### src/rtl/parity_asm_pkg.sv
// Shared types and defaults for the serial parity checker.
package parity_asm_pkg;

    typedef enum logic [1:0] {
        IDLE  = 2'd0,
        SHIFT = 2'd1,
        DONE  = 2'd2
    } state_t;

    localparam int unsigned DEFAULT_WIDTH = 8;

endpackage

### src/rtl/parity_asm_datapath.sv
// Datapath for parity_asm: shift register, serial-out flop, parity accumulator and bit counter.
module parity_asm_datapath
    import parity_asm_pkg::*;
#(
    parameter int unsigned WIDTH = DEFAULT_WIDTH
) (
    input  logic             clock_i,
    input  logic             reset_n_i,
    input  logic             load_en_i,
    input  logic             shift_en_i,
    input  logic [WIDTH-1:0] data_i,
    output logic [WIDTH-1:0] reg_o,
    output logic             serial_o,
    output logic             parity_o,
    output logic             last_bit_o
);

    localparam int unsigned CW = $clog2(WIDTH + 1);
    localparam logic [CW-1:0] LAST_CNT = CW'(WIDTH - 1);

    logic [WIDTH-1:0] reg_q, reg_d;
    logic             serial_q, serial_d;
    logic             parity_q, parity_d;
    logic [CW-1:0]    count_q, count_d;

    always_comb begin
        reg_d    = reg_q;
        serial_d = serial_q;
        parity_d = parity_q;
        count_d  = count_q;
        if (load_en_i) begin
            reg_d    = data_i;
            serial_d = 1'b0;
            parity_d = 1'b0;
            count_d  = '0;
        end else if (shift_en_i) begin
            reg_d    = {1'b0, reg_q[WIDTH-1:1]};
            serial_d = reg_q[0];
            parity_d = parity_q ^ reg_q[0];
            count_d  = count_q + CW'(1);
        end
    end

    always_ff @(posedge clock_i or negedge reset_n_i) begin
        if (!reset_n_i) begin
            reg_q    <= '0;
            serial_q <= 1'b0;
            parity_q <= 1'b0;
            count_q  <= '0;
        end else begin
            reg_q    <= reg_d;
            serial_q <= serial_d;
            parity_q <= parity_d;
            count_q  <= count_d;
        end
    end

    // High while the WIDTH-th shift is pending, so the controller leaves SHIFT on that edge.
    assign last_bit_o = (count_q == LAST_CNT);
    assign reg_o      = reg_q;
    assign serial_o   = serial_q;
    assign parity_o   = parity_q;

endmodule

### src/rtl/parity_asm.sv
// Serial parity checker (ASM): controller state machine driving the shift/parity datapath.
module parity_asm
    import parity_asm_pkg::*;
#(
    parameter int unsigned WIDTH = DEFAULT_WIDTH
) (
    input  logic             clock,
    input  logic             reset_n,
    input  logic             load,
    input  logic [WIDTH-1:0] dataA,
    output logic             serialout,
    output logic             parity,
    output logic [WIDTH-1:0] registerA
);

    state_t state_q, state_d;
    logic   load_en;
    logic   shift_en;
    logic   last_bit;

    always_ff @(posedge clock or negedge reset_n) begin
        if (!reset_n) begin
            state_q <= IDLE;
        end else begin
            state_q <= state_d;
        end
    end

    always_comb begin
        state_d = state_q;
        if (load) begin
            state_d = SHIFT;
        end else begin
            case (state_q)
                IDLE:    state_d = IDLE;
                SHIFT:   state_d = last_bit ? DONE : SHIFT;
                DONE:    state_d = DONE;
                default: state_d = IDLE;
            endcase
        end
    end

    always_comb begin
        load_en  = load;
        shift_en = 1'b0;
        if (!load && (state_q == SHIFT)) begin
            shift_en = 1'b1;
        end
    end

    parity_asm_datapath #(
        .WIDTH (WIDTH)
    ) u_datapath (
        .clock_i    (clock),
        .reset_n_i  (reset_n),
        .load_en_i  (load_en),
        .shift_en_i (shift_en),
        .data_i     (dataA),
        .reg_o      (registerA),
        .serial_o   (serialout),
        .parity_o   (parity),
        .last_bit_o (last_bit)
    );

endmodule

### config.mk
export PLATFORM = sky130hd
export DESIGN_NAME = parity_asm
export DESIGN_NICKNAME = d
export VERILOG_FILES = /design/src/rtl/parity_asm_pkg.sv /design/src/rtl/parity_asm_datapath.sv /design/src/rtl/parity_asm.sv
export SDC_FILE = /design/constraint.sdc
export NUM_CORES = 1
export LEC_CHECK = 0
export CAP_MARGIN = 20
export CELL_PAD_IN_SITES_DETAIL_PLACEMENT = 1
export CELL_PAD_IN_SITES_GLOBAL_PLACEMENT = 1
export CORE_MARGIN = 1
export CORE_UTILIZATION = 36
export CTS_CLUSTER_SIZE = 30
export DETAILED_ROUTE_END_ITERATION = 8
export GPL_TIMING_DRIVEN = 0
export MAX_ROUTING_LAYER = met4
export PLACE_DENSITY = 0.83
export SETUP_SLACK_MARGIN = 0.4
export SLEW_MARGIN = 40
export SYNTH_ARGS = -nofsm -noshare
export SYNTH_HDL_FRONTEND = slang
export SYNTH_HIERARCHICAL = 1
export SYNTH_SLANG_ARGS = --single-unit
### constraint.sdc
create_clock -name clock -period 1.6 [get_ports clock]
set_input_delay 0.16 -clock clock [delete_from_list [all_inputs] [get_ports clock]]
set_output_delay 0.16 -clock clock [all_outputs]
set_load 0.05 [all_outputs]
---- After elaboration in Yosys (flattened, before gate mapping) ----
Index checks and enable logic that the tools add are counted.
operators by class
  $add $sub $neg .......................... 1
  multiply operators ...................... 0
  divide/modulo/power cells ............... 0
  order comparisons ....................... 0
  equal/unequal tests ..................... 3
  shift-type cells ........................ 0
  mux-type cells .......................... 12
  bitwise gates (word level) .............. 1
  reduce and logical (&&, ||, !) cells .... 3
operators with widths
  cell                                           number
  2-to-1 mux 8 bit                               2
  2-to-1 mux 4 bit                               2
  2-to-1 mux 1 bit                               5
  adder 4 x 1 -> 4 bit, second input constant    1
  == test 4 x 3 -> 1 bit, second input constant  1
  2-to-1 mux 2 bit                               2
  case mux 2 bit (2 select lines)                1
  == test 2 x 1 -> 1 bit, second input constant  1
  == test 2 bit, second input constant           1
  nonzero test 2 bit                             1
  logical AND 1 bit                              1
  zero test 1 bit                                1
  XOR 1 bit                                      1
word-level totals
  bits in registers ....................... 16
  latch bits .............................. 0
  bits in writable memories ............... 0
  ROM bits ................................ 0
  input bits .............................. 11
  output and inout port bits .............. 10
  logic and storage cells ................. 25
  memories kept ........................... 0

---- Longest topological paths before layout ----
  depth in word-level cells ............... 5
  gate-level depth with buffers ........... 7
  mapped depth without buffers ............ 5

---- Cells and area by module ----
Netlist, hierarchy kept.
by module, submodules not included
  module               times used  cells each  area each (um2)  seq. area each (um2)
  parity_asm_datapath  1           60          685.7            350.3
  parity_asm           1           11          115.1            50.0

---- Least setup slack after synthesis ----
OpenSTA, ideal clock, no wires.
  path kind ............................... register -> register
  from .................................... register state_q[1]
  to ...................................... register u_datapath.count_q[3]
  library setup time ...................... 0.125 ns
  arrival ................................. 1.269 ns
  required time ........................... 1.475 ns
  slack ................................... 0.206 ns
  stages on the path, launching flop included .. 7
  path buffers ............................ 1
  period minus slack after synthesis ...... 1.394 ns
  cells stage by stage .................... dfrtp_1 inv_1 ha_1 nor2b_1 buf_6 nand4_2 mux2_4
between the ends
  longest elaborated chain between the ends .. 4
ends and longest elaborated chain
  item                                 RTL line                   text
  start, declared                      parity_asm.sv:16           state_t state_q, state_d;
  start signal, assigned               parity_asm.sv:25           state_q <= state_d;
  == test 2 x 1 -> 1 bit               parity_asm.sv:46           if (!load && (state_q == SHIFT)) begin
  logical AND 1 bit                    parity_asm.sv:46
  2-to-1 mux 1 bit                     parity_asm.sv:46
  net shift_en                         parity_asm.sv:18           logic shift_en;
  nonzero test 2 bit (no source line)  n/a
  end signal, assigned                 parity_asm_datapath.sv:54  count_q <= count_d;
  end, declared                        parity_asm_datapath.sv:24  logic [CW-1:0] count_q, count_d;
The timed path passes the listed nets, and every way through them passes these cells.
A chain may end at the register's enable or synchronous reset.

---- Worst setup path after layout ----
  from .................................... register state_q[1]
  to ...................................... register u_datapath.reg_q[1] (netlist: u_datapath/reg_o[1])
between the ends
  longest elaborated chain between the ends .. 4
ends and longest elaborated chain
  item                                 RTL line                   text
  == test 2 x 1 -> 1 bit               parity_asm.sv:46
  logical AND 1 bit                    parity_asm.sv:46
  2-to-1 mux 1 bit                     parity_asm.sv:46
  net shift_en                         parity_asm.sv:18
  nonzero test 2 bit (no source line)  n/a
  end signal, assigned                 parity_asm_datapath.sv:51  reg_q <= reg_d;
  end, declared                        parity_asm_datapath.sv:21  logic [WIDTH-1:0] reg_q, reg_d;
The timed path passes the listed nets, and every way through them passes these cells.

==> run summary <==
Pre-CTS setup slack: -0.0396 ns
Max Cap Viol: 0
IO buf count: 20
Gr usage total: 0.193
Final core utilization: 0.580
WP data arrival: 1.60 ns
Diodes inserted: 0
Maximum number of pins on one net before global-route repair: 17
Period Utilization, post-route: 0.892
Crit path kind: reg2reg
Setup TNS Final: 0 ns
Die Wd: 49.2 µm
Endpoints failing setup: 0
Top cell type by total area after synthesis: dfrtp_1
Finished Layout Cells: 131
Mapped Nets: 85
Met2 GRT Util: 0.349
Worst min path class: in2async
Synthesized area: 801 µm²
Count leader, synth: dfrtp_1
Asr flop ratio synth: 1.00
Worst Setup EP: u_datapath/reg_o[1]$_DFFE_PN0P_
DP HPWL: 1380 µm
Slew @ Worst Pin: 0.364 ns
VDD IR max: 0.477 mV
Clk sinks: 16
Worst reg2reg setup slack: 0.17 ns
Synth top cells by count: 16 x dfrtp_1, 9 x mux2i_1, 8 x nand2_1
H-tree depth: 1
Syn Area/Cell: 11.3 µm²
Clock Path Buffers: 2
LEAKAGE: 0.568 nW
Gpl congestion: 0.658
Congestion Overflow GR: 0
First-pass GRT wire length: 3310 µm
Initial antenna violation count: 0
Critical path launch point: state_q[1]$_DFF_PN0_
R2R depth: 7
Worst clock skew: 0.00274 ns
Flops & latches, synth: 16
Placed Cells incl. Taps: 118
Via/cell ratio: 4.82
RSZ-0062 raised after global routing: yes
Via count: 632
Type of origin of the critical path: register
R2r startpoint: state_q[1]$_DFF_PN0_
Yosys cell types: 21
Drt wl/cell: 15.9 µm
Crit Path Max Fanout: 6
Root buf cell: clkbuf_4
Cells after Synth: 71
Number of global-route vias before repair: 684
Post-synthesis sequential area ratio: 0.500
Reg2reg end: u_datapath/reg_o[1]$_DFFE_PN0P_
# rows: 16
Met3 usage: 0.0561
Post-Route WL: 2090 µm
Ys Warns: 6
Num ports: 21
GR Util met1: 0.206
Die Footprint: 0.00242 mm²
CP required: 1.77 ns
Chip Height: 49.2 µm
CTS tree: yes
Detailed Routing Iterations Pass 1: 3
Global routing's busiest layer: met2
Max-slew violations: 0
Synthesis-to-finish area growth: 46.6%
Starting Density: 0.396
Pwr dens: 807 mW/mm²
Top_reg_cell synth: dfrtp_1
Crit end category: register
Total power: 0.000947 W
Fin. Hold Viols: 0
Clock latency on the worst-skew pair: 0.29 ns
Total CTS buffers: 3
Max transition margin: 0.758
Final setup margin: 0.174 ns
Drc violations: 0
Largest cells by area after synthesis: dfrtp_1 50%, mux2i_1 11%, ha_1 4.7%
Fraction of layout cells with a size suffix above 1: 0.404
Drt initial violations: 1
Worst-path clk slew: 0.09 ns
Post-synth EDFFs: 0
Fmax: 0.701 GHz
Min Tclk post-route: 1.43 ns
Outcome: finished, final reports clean
Final nets: 120
Top-area cell type share of the netlist area: 0.500
Core Box Area: 0.00202 mm²
Antenna-violating nets left: 0
critical path, cell delays in order, from the launching register on:
cell and delay [ns]:
dfrtp_1 0.40, inv_2 0.08, ha_4 0.13, nor2b_4 0.14
buf_8 0.15, buf_12 0.12, mux2i_2 0.20, o21ai_1 0.09
where the power goes:
group	switching, W	internal (W)
logic	0.000166	0.000107
clock network	0.000124	0.0000876
registers	0.0000285	0.000434
total	0.000318	0.000629
cell families after synthesis:
family                     count (synthesis)  synth area share
buffers and inverters                      7            0.0656
adders and majority gates                  3            0.0469
AOI/OAI and AO/OA                         14             0.117
muxes                                     10             0.131
DFF                                       16             0.500
and+or+nand+nor                           20             0.128
xor gates and xnor gates                   1            0.0109
final cells by class:
class	instances	area [µm²]
sequential	16	400
tap	27	33.8
buffer	4	45.0
inverter	3	11.3
fill	214	848
multi-input combinational	48	408
timing repair buffer	30	253
clock buffer	3	22.5
sequential cells by signal (all words and copies together) (netlist names):
| register | count |
|---|---|
| u_datapath/parity_o | 1 |
| state_q | 2 |
| u_datapath/serial_o | 1 |
| u_datapath/count_q | 4 |
| u_datapath/reg_o | 8 |
repair_timing:
action | 4_1_cts | 5_1_grt
setup buffers | 6 | 2
gates cloned | 0 | 1
pin swaps | 0 | 8
endpoints found under the hold margin | 0 | 16
gates resized for setup | 47 | 13
setup endpoints to repair | 25 | 18
hold buffers | 0 | 1
cells in the final DEF, fill, tap and decap left out, types with 2 or more instances in the layout:
cell type        netlist  routed
nor2_1                 6       5
buf_12                 1       2
nand2_1                8       7
o21ai_1                7       7
dfrtp_1               16      16
nand3b_1               2       2
buf_4                  0       7
clkdlybuf4s50_1        0       9
a21oi_2                2       3
mux2i_1                9       7
inv_1                  3       2
clkbuf_4               0       3
buf_2                  2      13
mux2i_2                0       2
a21bo_1                2       2
through the flow:
step	hold WS, ns	cell area, µm²
2_1_floorplan	-0.136	820
3_3_place_gp	0.506	1050
3_5_place_dp	0.521	1050
4_1_cts	0.321	1110
5_1_grt	0.336	1170
6_report	0.311	1170
worst min path at each step:
stage,cells past startpoint,slack (ns),to
detailed placement,1,0.52,u_datapath/reg_o[7]$_DFFE_PN0P_
floorplan,0,-0.14,state_q[0]$_DFF_PN0_
global placement,2,0.51,u_datapath/serial_o$_DFFE_PN0P_
finish,2,0.31,state_q[0]$_DFF_PN0_
CTS,1,0.32,u_datapath/count_q[3]$_DFFE_PN0P_
global route,2,0.34,u_datapath/count_q[3]$_DFFE_PN0P_
metal layers:
metal | share of wire | vias to the layer above
li1 | - | 309
met1 | 0.41 | 302
met2 | 0.53 | 17
met3 | 0.039 | 4
met4 | 0.015 | 0
met5 | 0 | -
No activity file was read; power rests on OpenSTA's default activity.
